==> src/rtl/yduck_gpio_pkg.sv <==
// rtl/yduck_gpio_pkg.sv - shared constants and debounce state type for GPIO input conditioning
package yduck_gpio_pkg;

    localparam int GPIO_DW            = 16;
    localparam int GPIO_DB_CYCLES_DEF = 8;

    // Debounce state of one bit: IDLE when synchronised level matches the
    // accepted level, PEND while a differing level is being timed.
    typedef enum logic {
        DB_IDLE = 1'b0,
        DB_PEND = 1'b1
    } db_state_e;

endpackage

==> src/rtl/gpio_in_cond_if.sv <==
// rtl/gpio_in_cond_if.sv - pad/level/edge-flag signal bundle for gpio_in_cond
interface gpio_in_cond_if
    import yduck_gpio_pkg::*;
#(
    parameter int DW = GPIO_DW
);

    logic [DW-1:0] pin_in;
    logic [DW-1:0] gpio_in;
    logic [DW-1:0] edge_clr;
    logic [DW-1:0] edge_flag;
    logic          edge_any;

    // Driver side: pads and software clear strobes
    modport master (
        output pin_in,
        output edge_clr,
        input  gpio_in,
        input  edge_flag,
        input  edge_any
    );

    // Conditioning block side
    modport slave (
        input  pin_in,
        input  edge_clr,
        output gpio_in,
        output edge_flag,
        output edge_any
    );

endinterface

==> src/rtl/gpio_db_bit.sv <==
// rtl/gpio_db_bit.sv - one-bit synchroniser, debouncer and optional sticky rise flag (GPIO_EDGE_EN)
module gpio_db_bit
    import yduck_gpio_pkg::*;
#(
    parameter int DB_CYCLES = GPIO_DB_CYCLES_DEF
) (
    input  logic clk,
    input  logic rst,
    input  logic i_pin,
    input  logic i_clr,
    output logic o_level,
    output logic o_flag
);

    // Counter only ever reaches DB_CYCLES-1, so $clog2 bits never wrap
    localparam int              CW      = (DB_CYCLES > 1) ? $clog2(DB_CYCLES) : 1;
    localparam logic [CW-1:0]   CNT_MAX = CW'(DB_CYCLES - 1);

    logic          r_sync1;
    logic          r_sync2;
    logic          r_stable;
    logic [CW-1:0] r_cnt;
    logic [CW-1:0] w_cnt_nxt;
    logic          w_stable_nxt;
    db_state_e     w_state;

    // Two-flop synchroniser for the asynchronous pad level
    always_ff @(posedge clk) begin
        if (rst) begin
            r_sync1 <= 1'b0;
            r_sync2 <= 1'b0;
        end else begin
            r_sync1 <= i_pin;
            r_sync2 <= r_sync1;
        end
    end

    // Debounce decode: state follows from level mismatch, count or accept
    always_comb begin
        w_state      = (r_sync2 == r_stable) ? DB_IDLE : DB_PEND;
        w_cnt_nxt    = '0;
        w_stable_nxt = r_stable;
        case (w_state)
            DB_IDLE: begin
                w_cnt_nxt = '0;
            end
            DB_PEND: begin
                if (r_cnt == CNT_MAX) begin
                    w_stable_nxt = r_sync2;
                    w_cnt_nxt    = '0;
                end else begin
                    w_cnt_nxt    = r_cnt + 1'b1;
                end
            end
            default: begin
                w_cnt_nxt = '0;
            end
        endcase
    end

    // Debounce counter and accepted level registers
    always_ff @(posedge clk) begin
        if (rst) begin
            r_cnt    <= '0;
            r_stable <= 1'b0;
        end else begin
            r_cnt    <= w_cnt_nxt;
            r_stable <= w_stable_nxt;
        end
    end

    assign o_level = r_stable;

`ifdef GPIO_EDGE_EN
    logic r_flag;
    logic w_rise;

    assign w_rise = ~r_stable & w_stable_nxt;

    // Sticky rise flag: a set on the same edge as a clear takes priority
    always_ff @(posedge clk) begin
        if (rst) begin
            r_flag <= 1'b0;
        end else if (w_rise) begin
            r_flag <= 1'b1;
        end else if (i_clr) begin
            r_flag <= 1'b0;
        end
    end

    assign o_flag = r_flag;
`else
    logic w_unused_clr;

    assign w_unused_clr = i_clr;
    assign o_flag       = 1'b0;
`endif

endmodule

==> src/rtl/gpio_in_cond.sv <==
// rtl/gpio_in_cond.sv - GPIO input conditioning top: per-bit sync/debounce, optional edge flags (GPIO_EDGE_EN)
module gpio_in_cond
    import yduck_gpio_pkg::*;
#(
    parameter int DW        = GPIO_DW,
    parameter int DB_CYCLES = GPIO_DB_CYCLES_DEF
) (
    input  logic           clk,
    input  logic           rst,
    gpio_in_cond_if.slave  bus
);

    logic [DW-1:0] w_level;
    logic [DW-1:0] w_flag;

    // Bits are fully independent, one conditioner each
    for (genvar g = 0; g < DW; g++) begin : g_bit
        gpio_db_bit #(
            .DB_CYCLES (DB_CYCLES)
        ) u_db_bit (
            .clk     (clk),
            .rst     (rst),
            .i_pin   (bus.pin_in[g]),
            .i_clr   (bus.edge_clr[g]),
            .o_level (w_level[g]),
            .o_flag  (w_flag[g])
        );
    end

    assign bus.gpio_in   = w_level;
    assign bus.edge_flag = w_flag;
    assign bus.edge_any  = |w_flag;

endmodule

==> src/flat_wrapper.sv <==
// flat-port wrapper written by rule: the top's interface ports become plain ports
module gpio_in_cond_flat import yduck_gpio_pkg::*;
#(
    parameter int DW        = GPIO_DW,
    parameter int DB_CYCLES = GPIO_DB_CYCLES_DEF
)
  (clk, rst, bus_pin_in, bus_edge_clr, bus_gpio_in, bus_edge_flag, bus_edge_any);
  gpio_in_cond_if #(.DW(DW)) bus_i ();
  input  logic clk;
  input  logic rst;
  input wire logic [$bits(bus_i.pin_in)-1:0] bus_pin_in;
  input wire logic [$bits(bus_i.edge_clr)-1:0] bus_edge_clr;
  output wire logic [$bits(bus_i.gpio_in)-1:0] bus_gpio_in;
  output wire logic [$bits(bus_i.edge_flag)-1:0] bus_edge_flag;
  output wire logic [$bits(bus_i.edge_any)-1:0] bus_edge_any;
  assign bus_i.pin_in = bus_pin_in;
  assign bus_i.edge_clr = bus_edge_clr;
  assign bus_gpio_in = bus_i.gpio_in;
  assign bus_edge_flag = bus_i.edge_flag;
  assign bus_edge_any = bus_i.edge_any;
  gpio_in_cond #(.DW(DW), .DB_CYCLES(DB_CYCLES)) u_core (.clk(clk), .rst(rst), .bus(bus_i));
endmodule
==> config.mk <==
export PLATFORM = sky130hd
export DESIGN_NAME = gpio_in_cond_flat
export DESIGN_NICKNAME = d
export VERILOG_FILES = /design/src/rtl/yduck_gpio_pkg.sv /design/src/rtl/gpio_in_cond_if.sv /design/src/rtl/gpio_db_bit.sv /design/src/rtl/gpio_in_cond.sv /design/src/flat_wrapper.sv
export SDC_FILE = /design/constraint.sdc
export NUM_CORES = 1
export LEC_CHECK = 0
export CAP_MARGIN = 25
export CORE_UTILIZATION = 55
export CTS_BUF_LIST = sky130_fd_sc_hd__clkbuf_8
export DETAILED_ROUTE_END_ITERATION = 10
export GPL_ROUTABILITY_DRIVEN = 0
export PLACE_DENSITY = 0.91
export SLEW_MARGIN = 20
export SYNTH_ARGS = -nofsm -noshare
export SYNTH_HDL_FRONTEND = slang
export SYNTH_SLANG_ARGS = --single-unit
==> constraint.sdc <==
create_clock -name clk -period 1.9 [get_ports clk]
set_input_delay 0.19 -clock clk [delete_from_list [all_inputs] [get_ports clk]]
set_output_delay 0.19 -clock clk [all_outputs]
set_load 0.02 [all_outputs]
# ---- Word-level counts from Yosys, hierarchy flattened
# Cells that the tools add are included.
dict set report classes {
  mux 48
  mul 0
  bitwise 16
  n_eq_ne 32
  n_shift 0
  reduce_logical 16
  div_mod_pow 0
  order_cmp 0
  add_sub_neg 16
}
# op count
set ops {}
lappend ops {{one-hot mux 3 bit (2 select lines)} 16}
lappend ops {{adder 3 x 1 -> 3 bit, second input constant} 16}
lappend ops {{equality test 3 bit, second input constant} 16}
lappend ops {{two-way mux 3 bit} 16}
lappend ops {{AND reduction 2 bit} 16}
lappend ops {{equality test 1 bit} 16}
lappend ops {{two-way mux 1 bit} 16}
lappend ops {{NOT 1 bit} 16}
dict set report word_totals {
  rom_bits 0
  mem_count 0
  output_inout_bits 33
  ram_bits 0
  elab_cells 192
  regBits 96
  latchBits 0
  inputBits 34
}

# ---- Longest topological paths before layout
dict set report logic_depth {
  ltp_word 3
  mapped_depth 4
  mapped_depth_nobuf 4
}

# ---- By module
# From an unflattened synthesis, not the netlist that was laid out.
dict set report unflattened {
  cells_unflattened 293
  area_unflattened_um2 3474.6
}
# module n_inst area_per_inst_um2 cells_each seq_area_each_um2
set by_module_without_submodules {}
lappend by_module_without_submodules {gpio_db_bit 16 215.2 18 120.1}
lappend by_module_without_submodules {gpio_in_cond 1 31.3 5 0.0}

# ---- Worst setup path after synthesis
# No wires, ideal clock.
dict set report synth_path {
  path_kind {flip-flop to flip-flop}
  from {register u_core.g_bit[12].u_db_bit.r_cnt[0]}
  to {register u_core.g_bit[12].u_db_bit.r_cnt[2]}
  stages_incl_launch_ff 4
  slack_ns 0.806
  setup_ns 0.096
  arrival_ns 0.998
  n_path_buf 0
  synth_period_minus_slack_ns 1.094
  required_ns 1.804
  path_cell_list {dfxtp_1 ha_1 ha_1 nor4b_1}
}
dict set report synth_between {
  elab_chain_cells 3
  elab_cells_between_ends 4
  classes_between {1 x add/sub; 1 x eq/ne; 2 x mux}
}
# element line_no
set synth_lines {}
lappend synth_lines {{start, declared} gpio_db_bit.sv:22} ;# logic [CW-1:0] r_cnt;
lappend synth_lines {{start signal, assigned} gpio_db_bit.sv:67} ;# r_cnt <= w_cnt_nxt;
lappend synth_lines {{adder 3 x 1 -> 3 bit / equality test 3 bit (equally long branches)} {gpio_db_bit.sv:52, gpio_db_bit.sv:48}}
lappend synth_lines {{two-way mux 3 bit (*)} gpio_db_bit.sv:48} ;# if (r_cnt == CNT_MAX) begin
lappend synth_lines {{one-hot mux 3 bit (2 select lines) (*)} gpio_db_bit.sv:43} ;# case (w_state)
# Mark *: on every way between the ends. The rest lies on a longest branch, timed or not.
# A chain may end at the register's enable or synchronous reset.

# ---- Worst setup path in the final report
dict set report layout_path {
  from {register u_core.g_bit[2].u_db_bit.r_stable}
  to {output bus_gpio_in[2]}
}
# element line_no
set layout_rtl {}
lappend layout_rtl {{start, declared} gpio_db_bit.sv:21} ;# logic r_stable;
lappend layout_rtl {{start signal, assigned} gpio_db_bit.sv:68} ;# r_stable <= w_stable_nxt;
lappend layout_rtl {{end, declared} flat_wrapper.sv:13} ;# output wire logic [$bits(bus_i.gpio_in)-1:0] bus_gpio_in;
# No word-level cell between the ends.

==> results summary <==
The flow ran to the end, but the final reports show violations. The final reports fail on DRC. The cts-stage hold buffer count came out at 0. The first TritonRoute pass finished after 7 iterations. The total wire length after detailed routing came out at roughly 4700 µm. Dividing the detail-routed via count by the number of cells gives roughly 5.0. The clock transition at the registers of the reported paths came out at roughly 0.09 ns. The category of the worst setup path capture point is a primary output. The number of antenna violations at the first check in global routing is 0.

The post-layout net count is ~390. The critical path's top delay family is buffers and inverters. The worst hold margin is ~0.23 ns. After synthesis, the largest area contributor takes up roughly 52% of total cell area. The diode insertion count for antenna repair is 0. The synthesis warning total is 0. The min-delay analysis places its worst path in the category in2reg. The data required time of the worst path came out at between 1.5 and 2 ns. Once routing completed, OpenROAD measured the worst setup slack at ~0.35 ns. The worst clock skew on the final layout is around 0.01 ns. The distinct cell type count of the synthesized netlist came out at 15. For this configuration, the core starts out at a cell density of between 50% and 60%. The proportion of synthesized chip area in sequential cells came out at approximately half. The source-to-sink clock delay at the later pin of the worst-skew pair is ~0.35 ns. The all-layer global routing usage is between 15 and 20%.

By count the netlist is led by sky130_fd_sc_hd__dfxtp_1, sky130_fd_sc_hd__buf_4, sky130_fd_sc_hd__ha_1, sky130_fd_sc_hd__nor2b_1, sky130_fd_sc_hd__nor4b_1. In this run, the number of DRC markers left after iteration 0 of detailed routing was 43. The largest incremental delay on the critical path is between 0.6 and 0.7 ns. Sorting the synthesized cells by area gives the leading types as sky130_fd_sc_hd__dfxtp_1, sky130_fd_sc_hd__ha_1, sky130_fd_sc_hd__buf_4. For the worst setup path, the data arrival time is around 1.4 ns. The number of standard-cell rows in the floorplan came out at 29. The post-route clock period utilization is between 80% and 90%.

Excluding fillers, the count of instances in the completed layout stands at approximately 400. The setup TNS is 0 ns. The tree is rooted in a sky130_fd_sc_hd__clkbuf_8. The first global-routing pass estimated 8404 µm of wire. The CTS buffer count is 9. The total congestion overflow after global routing is 0. The post-route antenna net violation count is 0. The H-tree was split into 3 levels. In this run the cell area of the synthesized design comes to roughly 3700 µm². Along the worst path, the maximum fanout reaches 3. The pin count of the biggest net entering global routing is between 40 and 50. The setup violation total in the final timing report came out at 0.

In this run the count of I/O pins placed on the die edge is 67. The max-cap violation count is 0. Counting both buffers and inverters, the worst setup path holds a total of 1.

The clock tree from TritonCTS is done. The number of max-slew violations in the final report is 0. The cell taking the most area after synthesis is sky130_fd_sc_hd__dfxtp_1. The number of remaining DRC errors is 2.

The number of standard cells after synthesis came out at 301. The number of buffers added on ports came out at 33. Setup repair after global routing left no endpoint under its margin. The average size of a mapped cell came out at around 12 µm².

Of the cells placed in the final design, the portion with a size suffix greater than 1 is 12.04%. The floorplan die area came out at a little over 7000 µm². The shortest clock period the worst path allows after layout came out at between 1.5 and 2 ns. The area overhead of the layout relative to synthesis is 10.63%. The maximum buffer depth of the clock tree is 2. The signal on the critical path passes through clkdlybuf4s50_1.

The number of hold violations in the final report is 0. The register bit total from synthesis is between 90 and 100. For this design the static power due to leakage is about 0.0016 µW. The minimum setup slack after placement came out at around 0.66 ns. Summing over every cut layer, the via total after detailed routing is between 2,000 and 2,500. The total power is 3615 µW.

The placeable core region is 6459 µm². Once the clock tree was built, the setup fixing pass inserted 0 buffers. In the synthesized netlist the dominant register cell turns out to be sky130_fd_sc_hd__dfxtp_1. The critical path is of the reg2out type. In the synthesized netlist the async set-or-reset flop fraction comes to 0%.

The total power per unit cell area came out at about 880 nW/µm². The number of cells after detailed placement came out at just under 400. The routed length per instance is between 10 and 15 µm. Among all stages on the critical path, the largest delay is contributed by sky130_fd_sc_hd__clkdlybuf4s50_1. For this run, the top clock speed supported by timing is approximately 0.64 GHz. The most common cell in the synthesized netlist is sky130_fd_sc_hd__dfxtp_1. IR analysis of the VDD net gives a maximum drop of ~0.5 mV. STA classifies the critical path startpoint as a register. The clock net in this run drives a total of 96 sinks. The width of the die is roughly 84 µm.

The number of gates resized after cts is 0. The number of enable-type register cells in the synthesized netlist is 0. The final HPWL from detailed placement is approximately 3200 µm. The die outline height came out at about 84 µm.

The via count of the first global-routing pass was between 1,500 and 2,000.
## placed cells by master (no fill, tap or decap)
cell and n:
sky130_fd_sc_hd__bufinv_16 2, sky130_fd_sc_hd__nor2b_1 32, sky130_fd_sc_hd__nor4_2 13, sky130_fd_sc_hd__clkdlybuf4s50_1 32, sky130_fd_sc_hd__nor4b_2 8, sky130_fd_sc_hd__nor2_1 16, sky130_fd_sc_hd__conb_1 17, sky130_fd_sc_hd__clkinv_2 1
sky130_fd_sc_hd__dfxtp_1 96, sky130_fd_sc_hd__nor4_1 3, sky130_fd_sc_hd__xnor2_1 16, sky130_fd_sc_hd__buf_4 3, sky130_fd_sc_hd__clkbuf_8 9, sky130_fd_sc_hd__clkinvlp_4 1, sky130_fd_sc_hd__nor4b_1 24, sky130_fd_sc_hd__inv_1 1
sky130_fd_sc_hd__buf_12 1, sky130_fd_sc_hd__ha_1 32, sky130_fd_sc_hd__mux2i_1 16, sky130_fd_sc_hd__inv_6 1
## sequential cells by signal (all words and copies together), names as in the netlist
register / count
u_core.g_bit.u_db_bit.r_sync2: 16
u_core.g_bit.u_db_bit.r_sync1: 16
u_core.g_bit.u_db_bit.o_level: 16
u_core.g_bit.u_db_bit.r_cnt: 48
## layer usage
layer / vias to the layer above / wire, µm / track usage, %
met1: 924 / 2184 / 17.38
met2: 40 / 2225 / 24.96
li1: 1032 / - / -
met5: - / 0 / 0
met4: 0 / 85 / 6.934
met3: 8 / 177 / 5.408
## final cells by class
cell class,count,area [µm²]
Multi-Input combinational cell,177,1536
Fill cell,522,2332
Sequential cell,96,1922
Clock buffer,9,123.9
Clock inverter,6,85.08
Timing Repair Buffer,36,362.8
Tap cell,77,96.34
## power by group
group | leakage (µW) | switching (µW) | internal (µW)
clock | 0.000107 | 650 | 732
combinational | 0.000736 | 90.2 | 72.3
sequential | 0.000781 | 18.8 | 2050
## path summary, 6_finish.rpt
| path | start | end | slack (ns) | cells past startpoint |
|---|---|---|---|---|
| worst max-delay path | u_core.g_bit[2].u_db_bit.o_level | bus_gpio_in[2] | 0.35 | 1 |
| worst min-delay path | rst | u_core.g_bit[13].u_db_bit.o_level | 0.23 | 2 |
| worst max register to register | u_core.g_bit[2].u_db_bit.r_cnt[0] | u_core.g_bit[2].u_db_bit.r_cnt[0] | 0.66 | 3 |
| worst min register to register | u_core.g_bit[0].u_db_bit.r_cnt[0] | u_core.g_bit[0].u_db_bit.r_cnt[0] | 0.44 | 1 |
## metrics by stage
stage          instance area, µm²  util [%]
4_1_cts                      4126     63.89
3_5_place_dp                 3918     60.65
5_1_grt                      4126     63.89
3_3_place_gp                 3918     60.65
2_1_floorplan                3790         -
6_report                     4126     63.89
## cell families after synthesis
family	count (synthesis)	synth area share (%)
AND/OR/NAND/NOR	96	20.70
flip-flops	96	51.53
buffers and inverters	44	8.890
adder cells (fa/ha/maj)	32	10.73
XOR/XNOR	16	3.757
multiplexers	16	4.294
other	1	0.1005
Power figures use the tool's default switching activity.
